[config.mk]
export PLATFORM = sky130hd
export DESIGN_NAME = mem_stage_lsu
export DESIGN_NICKNAME = d
export VERILOG_FILES = /design/src/rtl/lsu_pkg.sv /design/src/rtl/sat_counter.sv /design/src/rtl/mem_stage_lsu.sv
export SDC_FILE = /design/constraint.sdc
export NUM_CORES = 1
export LEC_CHECK = 0
export ABC_AREA = 1
export CORE_MARGIN = 2
export CORE_UTILIZATION = 46
export CTS_CLUSTER_SIZE = 16
export DETAILED_ROUTE_END_ITERATION = 10
export PLACE_DENSITY = 0.87
export SETUP_SLACK_MARGIN = 0.1
export SKIP_CTS_REPAIR_TIMING = 1
export SYNTH_ARGS = -nofsm -noshare
export SYNTH_HDL_FRONTEND = slang
export SYNTH_SLANG_ARGS = --single-unit
[constraint.sdc]
create_clock -name clk -period 2.2 [get_ports clk]
set_clock_uncertainty 0.2 [all_clocks]
set_input_delay 0.44 -clock clk [delete_from_list [all_inputs] [get_ports clk]]
set_output_delay 0.44 -clock clk [all_outputs]
set_load 0.05 [all_outputs]
[src/rtl/lsu_pkg.sv]
// Shared types, widths and helpers for the memory-stage load/store unit.
package lsu_pkg;

  localparam int DATA_W = 16;
  localparam int MEM_AW = 6;
  localparam int REQ_AW = 16;
  localparam int RD_W   = 3;
  localparam int CNT_W  = 16;

  typedef enum logic [1:0] {
    IDLE   = 2'd0,
    ACCESS = 2'd1,
    RESP   = 2'd2
  } state_e;

  // Any set bit above the memory index field means the word is not backed by the 64-entry memory.
  function automatic logic addr_out_of_range(input logic [REQ_AW-1:0] addr);
    return addr[REQ_AW-1:MEM_AW] != '0;
  endfunction

endpackage

[src/rtl/sat_counter.sv]
// Event counter that sticks at all-ones instead of wrapping.
module sat_counter #(
  parameter int WIDTH = 16
) (
  input  logic             clk,
  input  logic             rst,
  input  logic             inc,
  output logic [WIDTH-1:0] count
);

  function automatic logic [WIDTH-1:0] sat_inc(input logic [WIDTH-1:0] v);
    return (v == {WIDTH{1'b1}}) ? v : v + {{(WIDTH-1){1'b0}}, 1'b1};
  endfunction

  // Count register: clears on reset, advances by one per event until full.
  always_ff @(posedge clk) begin
    if (rst)      count <= '0;
    else if (inc) count <= sat_inc(count);
  end

endmodule

[src/rtl/mem_stage_lsu.sv]
// Load/store unit sitting between execute and the level-write 64x16 data memory.
// One request in flight at a time: IDLE -> ACCESS (one cycle) -> RESP, errors skip ACCESS.
module mem_stage_lsu
  import lsu_pkg::*;
#(
  parameter int DATA_W = lsu_pkg::DATA_W,
  parameter int MEM_AW = lsu_pkg::MEM_AW,
  parameter int REQ_AW = lsu_pkg::REQ_AW,
  parameter int RD_W   = lsu_pkg::RD_W,
  parameter int CNT_W  = lsu_pkg::CNT_W
) (
  input  logic              clk,
  input  logic              rst,
  input  logic              req_valid,
  output logic              req_ready,
  input  logic              req_wr,
  input  logic [REQ_AW-1:0] req_addr,
  input  logic [DATA_W-1:0] req_wdata,
  input  logic [RD_W-1:0]   req_rd,
  output logic              resp_valid,
  input  logic              resp_ready,
  output logic [DATA_W-1:0] resp_data,
  output logic [RD_W-1:0]   resp_rd,
  output logic              resp_is_load,
  output logic              resp_err,
  output logic              mem_wr,
  output logic [MEM_AW-1:0] mem_addr,
  output logic [DATA_W-1:0] mem_wdata,
  input  logic [DATA_W-1:0] mem_rdata,
  output logic [CNT_W-1:0]  load_cnt,
  output logic [CNT_W-1:0]  store_cnt,
  output logic [CNT_W-1:0]  err_cnt
);

  state_e state, state_nxt;
  logic   oob;
  logic   load_inc, store_inc, err_inc;

  // State register; reset always wins and abandons any access or pending response.
  always_ff @(posedge clk) begin
    if (rst) state <= IDLE;
    else     state <= state_nxt;
  end

  // Next-state, handshake outputs and counter events.
  always_comb begin
    state_nxt  = state;
    req_ready  = 1'b0;
    resp_valid = 1'b0;
    load_inc   = 1'b0;
    store_inc  = 1'b0;
    err_inc    = 1'b0;
    oob        = addr_out_of_range(req_addr);
    case (state)
      IDLE: begin
        req_ready = 1'b1;
        if (req_valid) begin
          if (oob) begin
            state_nxt = RESP;
            err_inc   = 1'b1;
          end else begin
            state_nxt = ACCESS;
          end
        end
      end
      ACCESS: begin
        state_nxt = RESP;
        // mem_wr is high in ACCESS exactly when the request is a store.
        if (mem_wr) store_inc = 1'b1;
        else        load_inc  = 1'b1;
      end
      RESP: begin
        resp_valid = 1'b1;
        if (resp_ready) state_nxt = IDLE;
      end
      default: state_nxt = IDLE;
    endcase
  end

  // Memory drive and response registers; the memory lines only move on acceptance so
  // nothing toggles mem_wr outside the single ACCESS cycle.
  always_ff @(posedge clk) begin
    if (rst) begin
      mem_wr       <= 1'b0;
      mem_addr     <= '0;
      mem_wdata    <= '0;
      resp_data    <= '0;
      resp_rd      <= '0;
      resp_is_load <= 1'b0;
      resp_err     <= 1'b0;
    end else begin
      case (state)
        IDLE: begin
          if (req_valid) begin
            resp_rd      <= req_rd;
            resp_is_load <= ~req_wr;
            resp_data    <= '0;
            if (oob) begin
              resp_err <= 1'b1;
            end else begin
              resp_err  <= 1'b0;
              mem_addr  <= req_addr[MEM_AW-1:0];
              mem_wdata <= req_wdata;
              mem_wr    <= req_wr;
            end
          end
        end
        ACCESS: begin
          mem_wr    <= 1'b0;
          resp_data <= mem_wr ? '0 : mem_rdata;
        end
        default: ;
      endcase
    end
  end

  sat_counter #(.WIDTH(CNT_W)) u_load_cnt (
    .clk   (clk),
    .rst   (rst),
    .inc   (load_inc),
    .count (load_cnt)
  );

  sat_counter #(.WIDTH(CNT_W)) u_store_cnt (
    .clk   (clk),
    .rst   (rst),
    .inc   (store_inc),
    .count (store_cnt)
  );

  sat_counter #(.WIDTH(CNT_W)) u_err_cnt (
    .clk   (clk),
    .rst   (rst),
    .inc   (err_inc),
    .count (err_cnt)
  );

endmodule

==> out/metrics.cfg <==
[pwr]
peakVddDrop_v=0.000425
power_mw=3.24
leakage_nw=3.31
p_per_area_nw_per_um2=515

[global_route]
grt_start_max_net_pins=50
grtUsageTotal_pct=24.1
grt_pass1_wl_um=20600
gr-total-overflow=0
antenna_found_initial=0
first_global_vias=4641

[synth]
yosysTopAreaCell=dfxtp_1
syn-cell-area_sq_um=4470
synth.avg_cell_area_sq_um=6.78
synth_warnings=0
netlist.area_leader.share_pct=42.1
synth_seq_cells=94
syn_nets=718
synthCells=659
synth_cell_types=29
ys_top_cells_by_area=dfxtp_1, nand2_1, nor2_1
yosysSeqAreaShare_pct=42.1

[critical_path]
cp.required_ns=2.26
worstPathMaxFanout=15
crit_type=input pin to register
cpMaxStageDelayCell=clkdlybuf4s50_1
crit_chain=clkdlybuf4s50_1 -> nor2_1 -> nand3_1 -> nor2_1 -> nor2_2 -> nand2_4 -> o21ai_0 -> nor2_1
worstPathArrival_ns=2.06
critPathMaxStageDelay_ns=0.47
start_kind=input pin
crit_path_frequent_cell=nor2_1
cp-end-kind=register

[routing]
routed_via_density=5.10
drt-initial-drc-count=164
detail-route-antenna-nets=0
vias=4796
firstDrtPassIters=4
routed_wl_um=12600
post_drt_wl_per_cell_um=13.4
drc=0

[finish]
syn_to_final_growth_pct=40.9
post_route_cells_drive_above_1_share_pct=12.7
final_cells=941
fin_area_sq_um=6300
final_core_util_pct=67.5
diodes=0
final_nets=866

[place]
post-place-cells=925
dpl.hpwl_um=9290
place_area_sq_um=5960
io_buffers=149
dp_slack_ns=-0.449
place_congestion=0.860

[timing]
hold_viol=0
fin_tns_setup_ns=0
tightest_slew_ns=0.568
setup_viol=0
relSlewSlack_pct=62.1
max_freq_mhz=500
drv_slew=0
period_share_pct=90.9
rsz0062_at_grt=true
worst_slack_ns=0.200
period_needed_ns=2.00
hold_ws_ns=0.254

[clock_network]
cts_root_buffer=clkbuf_8
cts.htree.levels=3
cts_tree=yes
clk_pin_slew_ns=0.11
cts_sinks=94
clock_latency_ns=0.36
clk_path_buf_depth=2
cts_buffers=9

[die]
die-height_um=103
core_sq_um=9330
rows=35
ioPinCount=150
start_util_pct=47.9
die_w_um=103
die_area_sq_um=10500

[outcome]
status=finished clean

[run]
max-cap-violations=0

[min_path]
hold_class=register to register

==> synthesized netlist by cell type <==
master and number:
a21boi_0 1, a21oi_1 54, buf_1 1, buf_2 8, buf_6 3, clkbuf_1 10
dfxtp_1 94, ha_1 3, inv_1 33, inv_2 6, nand2_1 232, nand2_2 1
nand2_4 5, nand3_1 62, nand3_2 2, nand3b_1 5, nand4_1 10, nor2_1 84
nor2_2 4, nor2_4 2, nor2_8 1, nor3_1 3, nor3b_2 1, o21ai_0 17
o21ai_2 1, o21bai_1 1, o21bai_2 1, xnor2_1 7, xor2_1 7
==> worst max-delay path, delay by kind of cell <==
kind            cells  cell delay (ns)
simple gates        6             0.93
buf+inv             1             0.47
compound gates      1             0.22
==> flip-flops by register name (all words and copies together), names as in the netlist <==
register / cells
resp_data: 16
u_load_cnt.count: 16
resp_rd: 3
state: 2
mem_wr: 1
u_err_cnt.count: 16
u_store_cnt.count: 16
resp_err: 1
mem_addr: 6
mem_wdata: 16
resp_is_load: 1
==> per-layer routing <==
layer	vias up	part of all wire, %	track usage, %
met2	132	50	42.1
met1	2238	43	29.1
met3	14	5.9	7.25
met4	0	1.3	6.05
li1	2412	-	-
met5	-	0	0
==> cells in the final DEF, fill, tap and decap left out <==
| master | count |
|---|---|
| ha_1 | 3 |
| a21oi_1 | 54 |
| clkinv_4 | 1 |
| nand2_1 | 232 |
| buf_4 | 57 |
| inv_8 | 3 |
| xor2_1 | 7 |
| dlymetal6s2s_1 | 47 |
| nand4_1 | 10 |
| dfxtp_1 | 90 |
| nor2_2 | 5 |
| bufinv_16 | 1 |
| clkbuf_8 | 9 |
| o21ai_0 | 17 |
| nand2_4 | 5 |
| nor2_1 | 83 |
| inv_6 | 1 |
| nand3_2 | 2 |
| o21bai_1 | 1 |
| inv_2 | 6 |
| inv_1 | 33 |
| nor2_4 | 2 |
| nor3b_2 | 1 |
| clkdlybuf4s50_1 | 54 |
| a21boi_0 | 1 |
| o21ai_2 | 1 |
| nand2_2 | 1 |
| dfxtp_2 | 4 |
| nor3_1 | 3 |
| o21bai_2 | 1 |
| xnor2_1 | 7 |
| clkinvlp_4 | 1 |
| nand3_1 | 62 |
| buf_2 | 1 |
| nor2_8 | 1 |
| nand3b_1 | 5 |
==> worst paths after layout <==
| check | cells past startpoint | slack (ns) | to | startpoint |
|---|---|---|---|---|
| max reg2reg | 6 | 0.25 | u_err_cnt.count[0]$_SDFFE_PP0P_ | state[0]$_SDFFE_PP0P_ |
| max | 8 | 0.20 | u_err_cnt.count[0]$_SDFFE_PP0P_ | req_addr[11] |
| min reg2reg | 2 | 0.25 | mem_wdata[7]$_SDFFE_PP0P_ | mem_wdata[7]$_SDFFE_PP0P_ |
| min | 2 | 0.25 | mem_wdata[7]$_SDFFE_PP0P_ | mem_wdata[7]$_SDFFE_PP0P_ |
==> cell families (layout without fill, tap and decap cells) <==
logic type | count (synthesis) | after routing | share of synthesized area (%)
AND/OR/NAND/NOR | 412 | 412 | 39.7
AO/OA/AOI/OAI | 75 | 75 | 8.74
buffers and inverters | 61 | 214 | 5.85
XOR/XNOR | 14 | 14 | 2.74
flip-flops | 94 | 94 | 42.1
adder cells (fa/ha/maj) | 3 | 3 | 0.840
==> power breakdown <==
group,internal (mW),total [mW],switching (mW),leakage [nW]
clock,0.556,1.24,0.682,0.106
combinational,0.129,0.279,0.149,2.45
sequential,1.71,1.72,0.0102,0.760
==> final cells by class <==
class	count	area, sq um
clock buffer	9	124
fill	803	3030
multi-input combinational	504	2330
sequential	94	1890
timing repair buffer	159	1560
clock inverter	7	88.8
tap	129	161
inverter	39	146
Note: power is estimated with default switching activity, not from simulation.
